--- config.mk ---
export PLATFORM = sky130hd
export DESIGN_NAME = cordic_iter_sched
export DESIGN_NICKNAME = d
export VERILOG_FILES = /design/src/rtl/cordic_iter_sched.sv
export SDC_FILE = /design/constraint.sdc
export NUM_CORES = 1
export LEC_CHECK = 0
export ABC_CLOCK_PERIOD_IN_PS = 1300
export CAP_MARGIN = 5
export CELL_PAD_IN_SITES_DETAIL_PLACEMENT = 1
export CELL_PAD_IN_SITES_GLOBAL_PLACEMENT = 1
export CORE_MARGIN = 2
export CORE_UTILIZATION = 29
export DETAILED_ROUTE_END_ITERATION = 7
export GPL_TIMING_DRIVEN = 0
export PLACE_DENSITY_LB_ADDON = 0.1
export REMOVE_ABC_BUFFERS = 1
export SETUP_SLACK_MARGIN = 0.15
export SKIP_CTS_REPAIR_TIMING = 1
export SYNTH_ARGS = -nofsm -noshare
export SYNTH_HDL_FRONTEND = slang
export SYNTH_SLANG_ARGS = --single-unit
--- constraint.sdc ---
create_clock -name i_clk -period 1.3 [get_ports i_clk]
set_clock_uncertainty 0.05 [all_clocks]
set_input_delay 0.195 -clock i_clk [delete_from_list [all_inputs] [get_ports i_clk]]
set_output_delay 0.195 -clock i_clk [all_outputs]
set_load 0.02 [all_outputs]
--- src/rtl/cordic_iter_sched.sv ---
// cordic_iter_sched: round-robin scheduler sharing one folded CORDIC datapath
// between two requesters. It drives load/iterate/shift/direction controls for
// N_PE micro-rotations, then presents the tagged result until it is consumed.
// This block contains no arithmetic; the x/y/z registers live in the datapath.
module cordic_iter_sched #(
    parameter int N_PE   = 13,
    parameter int ITER_W = 4
) (
    input  logic              i_clk,
    input  logic              i_rst,
    input  logic [1:0]        i_req_valid,
    output logic [1:0]        o_req_ready,
    input  logic [1:0]        i_req_mode,
    output logic              o_load,
    output logic              o_sel,
    output logic              o_iter_en,
    output logic [ITER_W-1:0] o_shift,
    output logic              o_dir,
    input  logic              i_z_sign,
    input  logic              i_y_sign,
    output logic              o_res_valid,
    output logic              o_res_id,
    input  logic              i_res_ready,
    output logic              o_busy
);

    typedef enum logic [1:0] {
        IDLE = 2'd0,
        ITER = 2'd1,
        DONE = 2'd2
    } state_t;

    // Counter value of the final micro-rotation.
    localparam logic [ITER_W-1:0] LAST_ITER = ITER_W'(N_PE - 1);

    state_t              state;
    logic [ITER_W-1:0]   counter;
    logic                owner;
    logic                mode;
    logic                last;
    logic                iter_en;
    logic                res_valid;
    logic                res_id;
    logic                busy;

    logic                grant;
    logic                grant_valid;

    // Round-robin grant, only offered in IDLE; gated by reset so nothing is
    // accepted while the block is being reset.
    always_comb begin
        grant       = 1'b0;
        grant_valid = 1'b0;
        if (state == IDLE && !i_rst) begin
            case (i_req_valid)
                2'b01: begin
                    grant       = 1'b0;
                    grant_valid = 1'b1;
                end
                2'b10: begin
                    grant       = 1'b1;
                    grant_valid = 1'b1;
                end
                2'b11: begin
                    grant       = ~last;
                    grant_valid = 1'b1;
                end
                default: begin
                    grant       = 1'b0;
                    grant_valid = 1'b0;
                end
            endcase
        end
    end

    // Handshake and mux controls are combinational so a request is accepted in
    // the same cycle it is presented; the mux keeps the owner selected otherwise.
    always_comb begin
        o_req_ready = 2'b00;
        if (grant_valid) begin
            o_req_ready = grant ? 2'b10 : 2'b01;
        end
        o_load = grant_valid;
        o_sel  = grant_valid ? grant : owner;
    end

    // Rotation steers z toward zero, vectoring steers y toward zero; the sign
    // inputs change every iteration so direction cannot be registered.
    always_comb begin
        o_dir = 1'b0;
        if (iter_en) begin
            o_dir = mode ? i_y_sign : ~i_z_sign;
        end
    end

    assign o_iter_en   = iter_en;
    assign o_shift     = counter;
    assign o_res_valid = res_valid;
    assign o_res_id    = res_id;
    assign o_busy      = busy;

    // Scheduler FSM; status outputs are registered alongside the state, and the
    // counter is cleared on leaving ITER so the shift index reads 0 elsewhere.
    always_ff @(posedge i_clk or posedge i_rst) begin
        if (i_rst) begin
            state     <= IDLE;
            counter   <= '0;
            owner     <= 1'b0;
            mode      <= 1'b0;
            last      <= 1'b1;
            iter_en   <= 1'b0;
            res_valid <= 1'b0;
            res_id    <= 1'b0;
            busy      <= 1'b0;
        end else begin
            case (state)
                IDLE: begin
                    if (grant_valid) begin
                        owner   <= grant;
                        mode    <= i_req_mode[grant];
                        last    <= grant;
                        counter <= '0;
                        iter_en <= 1'b1;
                        busy    <= 1'b1;
                        state   <= ITER;
                    end
                end
                ITER: begin
                    if (counter == LAST_ITER) begin
                        counter   <= '0;
                        iter_en   <= 1'b0;
                        res_valid <= 1'b1;
                        res_id    <= owner;
                        state     <= DONE;
                    end else begin
                        counter <= counter + 1'b1;
                    end
                end
                DONE: begin
                    if (i_res_ready) begin
                        res_valid <= 1'b0;
                        res_id    <= 1'b0;
                        busy      <= 1'b0;
                        state     <= IDLE;
                    end
                end
                default: begin
                    counter   <= '0;
                    iter_en   <= 1'b0;
                    res_valid <= 1'b0;
                    res_id    <= 1'b0;
                    busy      <= 1'b0;
                    state     <= IDLE;
                end
            endcase
        end
    end

endmodule

==> results of run 1 <==
## metal layers
| metal | GRT usage [%] | vias to the layer above | part of all wire [%] |
|---|---|---|---|
| li1 | - | 349 | - |
| met1 | 19.7 | 358 | 41 |
| met2 | 20.9 | 13 | 55 |
| met3 | 2.59 | 4 | 2.5 |
| met4 | 7.89 | 0 | 1.5 |
| met5 | 0 | - | 0 |
## state kept, by name, indices dropped and copies added (netlist names)
register	cells
last	1
o_res_id	1
mode	1
owner	1
o_shift	4
o_res_valid	1
o_iter_en	1
state	2
o_busy	1
## critical path, stage by stage, from the launching register on
cell     delay [ns]
dfrtp_2        0.45
nor3_4         0.30
buf_4          0.18
and3_4         0.20
buf_6          0.12
## power groups by stage
stage	Sequential (W)	Combinational, W	Clock [W]
2_1_floorplan	0.000871	0.000515	0
3_3_place_gp	0.000775	0.00106	0
3_5_place_dp	0.000782	0.00107	0
4_1_cts	0.000774	0.00108	0.000269
5_1_grt	0.000806	0.00184	0.000290
6_report	0.000779	0.00170	0.000253
## through the flow
stage | utilization [%] | hold WS, ns
2_1_floorplan | - | 0.0297
3_3_place_gp | 41.8 | 0.447
3_5_place_dp | 41.8 | 0.453
4_1_cts | 43.0 | 0.290
5_1_grt | 58.6 | 0.431
6_report | 58.6 | 0.415
## area by class of cell
class | instances | share of cell area, %
clock buffer | 4 | 2.05
multi-input combinational | 49 | 32.5
tap | 28 | 2.73
timing repair buffer | 49 | 34.8
inverter | 6 | 2.05
sequential | 13 | 25.9
## synthesized netlist by cell type
| master | instances |
|---|---|
| and3_2 | 1 |
| a221o_1 | 1 |
| and4bb_1 | 1 |
| a32o_1 | 1 |
| o21ai_0 | 5 |
| a31oi_1 | 2 |
| nand2_1 | 8 |
| nor3_2 | 1 |
| a21boi_0 | 1 |
| dfstp_2 | 1 |
| o21ai_1 | 2 |
| or2_0 | 1 |
| and2_1 | 1 |
| or2b_1 | 1 |
| xor2_1 | 1 |
| a21oi_1 | 2 |
| a211o_1 | 1 |
| o2bb2ai_1 | 1 |
| ha_1 | 2 |
| or2_1 | 1 |
| nand2b_1 | 2 |
| o211ai_1 | 1 |
| inv_1 | 6 |
| and3b_1 | 1 |
| nand3_1 | 2 |
| and2b_4 | 1 |
| nand2_2 | 1 |
| and3_4 | 1 |
| a21o_1 | 2 |
| and3_1 | 1 |
| nor2_1 | 3 |
| dfrtp_1 | 12 |
## worst max path at each step
stage	start	end	slack, ns
final	state[1]	o_req_ready[0]	-0.46
after CTS	state[0]	o_sel	-1.06
after detailed placement	i_rst	o_sel	-0.85
after floorplan	o_shift[0]	o_shift[2]	-0.19
after global routing	state[1]	o_req_ready[0]	-0.52
after global placement	i_rst	o_sel	-0.85
## logic make-up (layout without fill, tap and decap cells)
kind of cell               after synthesis  in the layout  share of synthesized area, %
buffers and inverters                    6             59                          3.36
xor gates and xnor gates                 1              1                          1.31
AOI/OAI and AO/OA                       19             19                          18.7
and+or+nand+nor                         27             27                          24.3
adders and majority gates                2              2                          3.73
DFF                                     13             13                          48.7
==> flow_summary.toml, run 1 <==
[timing]
fmax_ghz = 0.569
slew_headroom_pct = 80.3
rsz0062_at_grt = "true"
period_share_pct = 135
worst_slack_ns = -0.457
tightest_slew_ns = 0.294
finalCriticalPeriod_ns = 1.76
fin_tns_setup_ns = -2.18
slew_viol_final = 0
finalSetupViolations = 12
hold_viol = 0

[pwr]
worst_ir_drop_vdd_uv = 1170
p_total_w = 0.00273
p_int_w = 0.00161
switching_share_pct = 41.1
sequentialPowerShare_pct = 28.5
power_switching_w = 0.00112
p_per_area_mw_per_mm2 = 2130
pwr-share-clk_pct = 9.2
p_comb_share_pct = 62.3
p_leak_nw = 0.653

[worst_setup_path]
r2r-start = "state[1]"
crit_path_max_fanout = 4
worst_r2r_endpoint = "mode"
critPathKind = "reg2out"
worstPathRequired_ns = 1.05
reg2reg_setup_slack_ns = -0.17
end_kind = "output pin"
worstSetupStartpointType = "flip-flop"
r2r_cells = 5
worstPathArrival_ns = 1.51

[synth]
yosysSeqAreaShare_pct = 48.7
syn_inst = 68
ys_warn_count = 0
yosysTopAreaCellShare_pct = 44.8
synthTopCellsByArea = "dfrtp_1 45%, nand2_1 4.5%, dfstp_2 3.9%"
avgSynthCellArea_sq_um = 9.86
synth_top_cell_by_area = "dfrtp_1"
yosysUniqueCellTypes = 32
synth_seq_cells = 13
syn_area_sq_um = 671

[place]
hpwlAfterDp_microns = 1230
gp_congestion = 0.773
place_area_sq_um = 916
io_buffer_count = 21
place_inst = 117
post-place-ws_ns = -0.851

[clock_tree]
cts_buffer_depth = 2
clock_latency_ns = 0.27
h-tree-depth = 1
clkSinkCount = 13
clk_pin_slew_ns = 0.08
numCtsBuffers = 3
cts_root_buffer = "clkbuf_4"
cts_tree = "built"

[floorplanning]
fp.dieH_microns = 52.1
io_pins = 22
die_area_sq_mm = 0.00271
die_w_microns = 52.1
rows = 17
start_util_pct = 30.6
coreArea_sq_mm = 0.00219

[min_path]
whs_path_depth = 4
hp-start = "i_rst"
hold_path_class = "in2reg"
hold-path-endpoint = "owner"

[detailed_routing]
vias_per_cell = 4.86
drt_first_pass_iters = 3
first_iter_violations = 5
wirelength_microns = 2480
drt.antenna.violating_nets = 0
wl_per_cell_microns = 16.6
drc_errors = 0
vias = 724

[grt]
grt_pass1_vias = 609
grt_use_total_pct = 14.3
grt_max_degree = 15
overflow = 0
grt_pass1_wl_microns = 2820
antenna_found_initial = 0

[finish]
design_area_sq_mm = 0.00128
register_area_sq_um = 333
nets = 133
syn_to_final_growth_pct = 91.4
diodes = 0
multiInputGateArea_sq_um = 417
fin_cells = 149
nFillCells = 257
final_cell_mix = "22 x buf_4, 11 x buf_6, 7 x clkdlybuf4s50_1, 7 x dfrtp_1"
drive_above_1_share_pct = 56.2
final_common_cell = "buf_4"

[outcome]
violations = "negative setup slack"
status = "finished, violations left"

[flow_run]
max-cap-violations = 0
Note: power is estimated with default switching activity, not from simulation.
==> run 2: changes to the inputs <==
- ABC_AREA: not set -> 1
==> run 2 against run 1 <==
  * The flow still finishes with violations (negative setup slack)
  * Design area decreased by 1.5%
  * Non-clock buffer count increased by 1
  * Maximum frequency increased by 14%
  * Count of clock-buffer cells in the layout unchanged
  * Worst setup slack improved by 0.21 ns
  * Final cell count increased by 8.1%
  * Register-to-register slack improved by 0.15 ns
  * Via count increased by 1.2%
  * Clock power increased by 2%
  * Combinational power increased by 9%
  * Sequential share of layout area increased by 0.29 points
  * Critical path type unchanged
==> flow_summary.toml, run 2 <==
[synth]
synth_xor_area_share_pct = 1.24
synthSimpleGateAreaFrac_pct = 33.3
yosysUniqueCellTypes = 23
syn_area_sq_um = 707
async_flop_share_pct = 100
syn_inst = 79
yosysSeqAreaShare_pct = 46.2
synth_top_cell_by_area = "dfrtp_1"
synth_fa_ha_area_share_pct = 3.54
ys_warn_count = 0
synth_commonest_cells = "20 x nand2_1, 12 x dfrtp_1, 10 x inv_1"
synthMuxAreaShare_pct = 0
avgSynthCellArea_sq_um = 8.95
synth_seq_cells = 13
yosysTopAreaCellShare_pct = 42.5
yosysMostFrequentCell = "nand2_1"
synth_compound_area_share_pct = 7.96
synth_ff_type = "dfrtp_1"
synth_edf_count = 0
synth_top_family_by_area = "simple AND/OR/NAND/NOR gates"
synthTopCellsByArea = "dfrtp_1 42%, nand2_1 11%, inv_1 5.3%"

[grt]
overflow = 0
grt_pass1_vias = 634
antenna_found_initial = 0
grt_max_degree = 16
grt_use_total_pct = 13.4
grt_pass1_wl_microns = 2680

[floorplanning]
die_area_sq_mm = 0.00285
die_w_microns = 53.4
rows = 17
start_util_pct = 31.4
coreArea_sq_mm = 0.00225
fp.dieH_microns = 53.4
io_pins = 22

[clock_tree]
h-tree-depth = 1
cts_buffer_depth = 2
clock_latency_ns = 0.27
clk_pin_slew_ns = 0.09
cts_root_buffer = "clkbuf_4"
numCtsBuffers = 3
cts_tree = "built"
clkSinkCount = 13

[pwr]
p_leak_nw = 0.663
p_per_area_mw_per_mm2 = 2280
worst_ir_drop_vdd_uv = 1270
p_total_w = 0.00289

[timing]
fmax_ghz = 0.648
whs_ns = 0.0432
rsz0062_at_grt = "true"
hold_viol = 0
finalCriticalPeriod_ns = 1.54
slew_viol_final = 0
slew_headroom_pct = 82.4
period_share_pct = 119
tightest_slew_ns = 0.264
finalSetupViolations = 6
worst_slack_ns = -0.242

[min_path]
hold_path_class = "in2async"

[worst_setup_path]
crit_end = "o_sel"
path_cells = "nor2_4, nand2_2, inv_2, nand2_4, o21ai_2, buf_6"
crit_slowest_cell = "dfrtp_2"
end_kind = "output pin"
crit_buf_inv = 2
worstPathArrival_ns = 1.30
r2r-start = "state[1]"
r2r_cells = 7
reg2reg_setup_slack_ns = -0.02
cp.depth = 6
slowest_delay_ns = 0.44
crit_family = "flip-flops"
crit_start = "state[1]"
critPathKind = "reg2out"
crit_path_max_fanout = 4
worst_r2r_endpoint = "o_iter_en"
worstSetupStartpointType = "flip-flop"
worstPathRequired_ns = 1.05

[detailed_routing]
vias_per_cell = 4.55
wl_per_cell_microns = 12.8
vias = 733
wirelength_microns = 2050
drc_errors = 0
first_iter_violations = 2
drt_first_pass_iters = 2
drt.antenna.violating_nets = 0

[finish]
nets = 145
final_cell_mix = "29 x buf_4, 16 x nand2_1, 8 x dfrtp_1, 8 x buf_6"
largest_register_ffs = 4
syn_to_final_growth_pct = 78.9
drive_above_1_share_pct = 62.4
final_common_cell = "buf_4"
diodes = 0

[outcome]
violations = "negative setup slack"
status = "finished, violations left"

[place]
hpwlAfterDp_microns = 1190
io_buffer_count = 21
gp_congestion = 0.683

[flow_run]
max-cap-violations = 0
==> run 2: area by class of cell <==
| class | count | area [sq um] |
|---|---|---|
| fill | 287 | 990 |
| inverter | 14 | 66.3 |
| tap | 28 | 35.0 |
| sequential | 13 | 332 |
| timing repair buffer | 50 | 420 |
| multi-input combinational | 52 | 385 |
| clock buffer | 4 | 26.3 |
==> run 2: how the worst min path moves through the flow <==
stage | start | endpoint | slack, ns | cells after the start
6_report | i_rst | o_iter_en | 0.04 | 4
5_1_grt | i_rst | o_iter_en | 0.04 | 4
4_1_cts | i_rst | o_shift[2] | 0.27 | 2
3_5_place_dp | last | last | 0.41 | 2
3_3_place_gp | last | last | 0.40 | 2
2_1_floorplan | i_rst | mode | 0.06 | 1
==> run 2: metal layers <==
metal,global-route usage [%],vias to the layer above,share of wire [%]
met4,6.41,0,0.54
met2,22.4,10,57
met1,15.6,364,39
met3,3.67,2,3.5
met5,0,-,0
li1,-,357,-
==> run 2: power by group <==
group	leakage (nW)	switching, W	internal, W
clock network	0.0150	0.000140	0.000119
registers	0.156	0.000172	0.000610
logic	0.492	0.000969	0.000880
total	0.663	0.00128	0.00161
==> run 2: cells by family after synthesis <==
group | after synthesis
simple gates | 40
compound gates | 9
buf+inv | 14
flops | 13
fa+ha+maj | 2
xor+xnor | 1
==> run 2: tightest hold or removal path, delay by kind of cell <==
kind	cells	cell delay (ns)
buf+inv	4	0.49
==> run 2: metrics by stage <==
stage	instances	utilization [%]	area (sq um)	TNS, ns	setup WS, ns
after floorplan	79	-	707	-0.0330	-0.0132
after global placement	128	42.2	952	-8.52	-1.04
after detailed placement	128	42.2	952	-9.19	-1.11
after CTS	132	43.4	978	-8.40	-1.12
after global routing	161	56.1	1260	-1.49	-0.322
final	161	56.1	1260	-0.883	-0.242
==> run 3: changes to the inputs <==
- CAP_MARGIN: 5 -> not set
- RECOVER_POWER: not set -> 50
==> results of run 3 <==
Same layout as run 2: the final DEF is identical, and so are final timing and power.
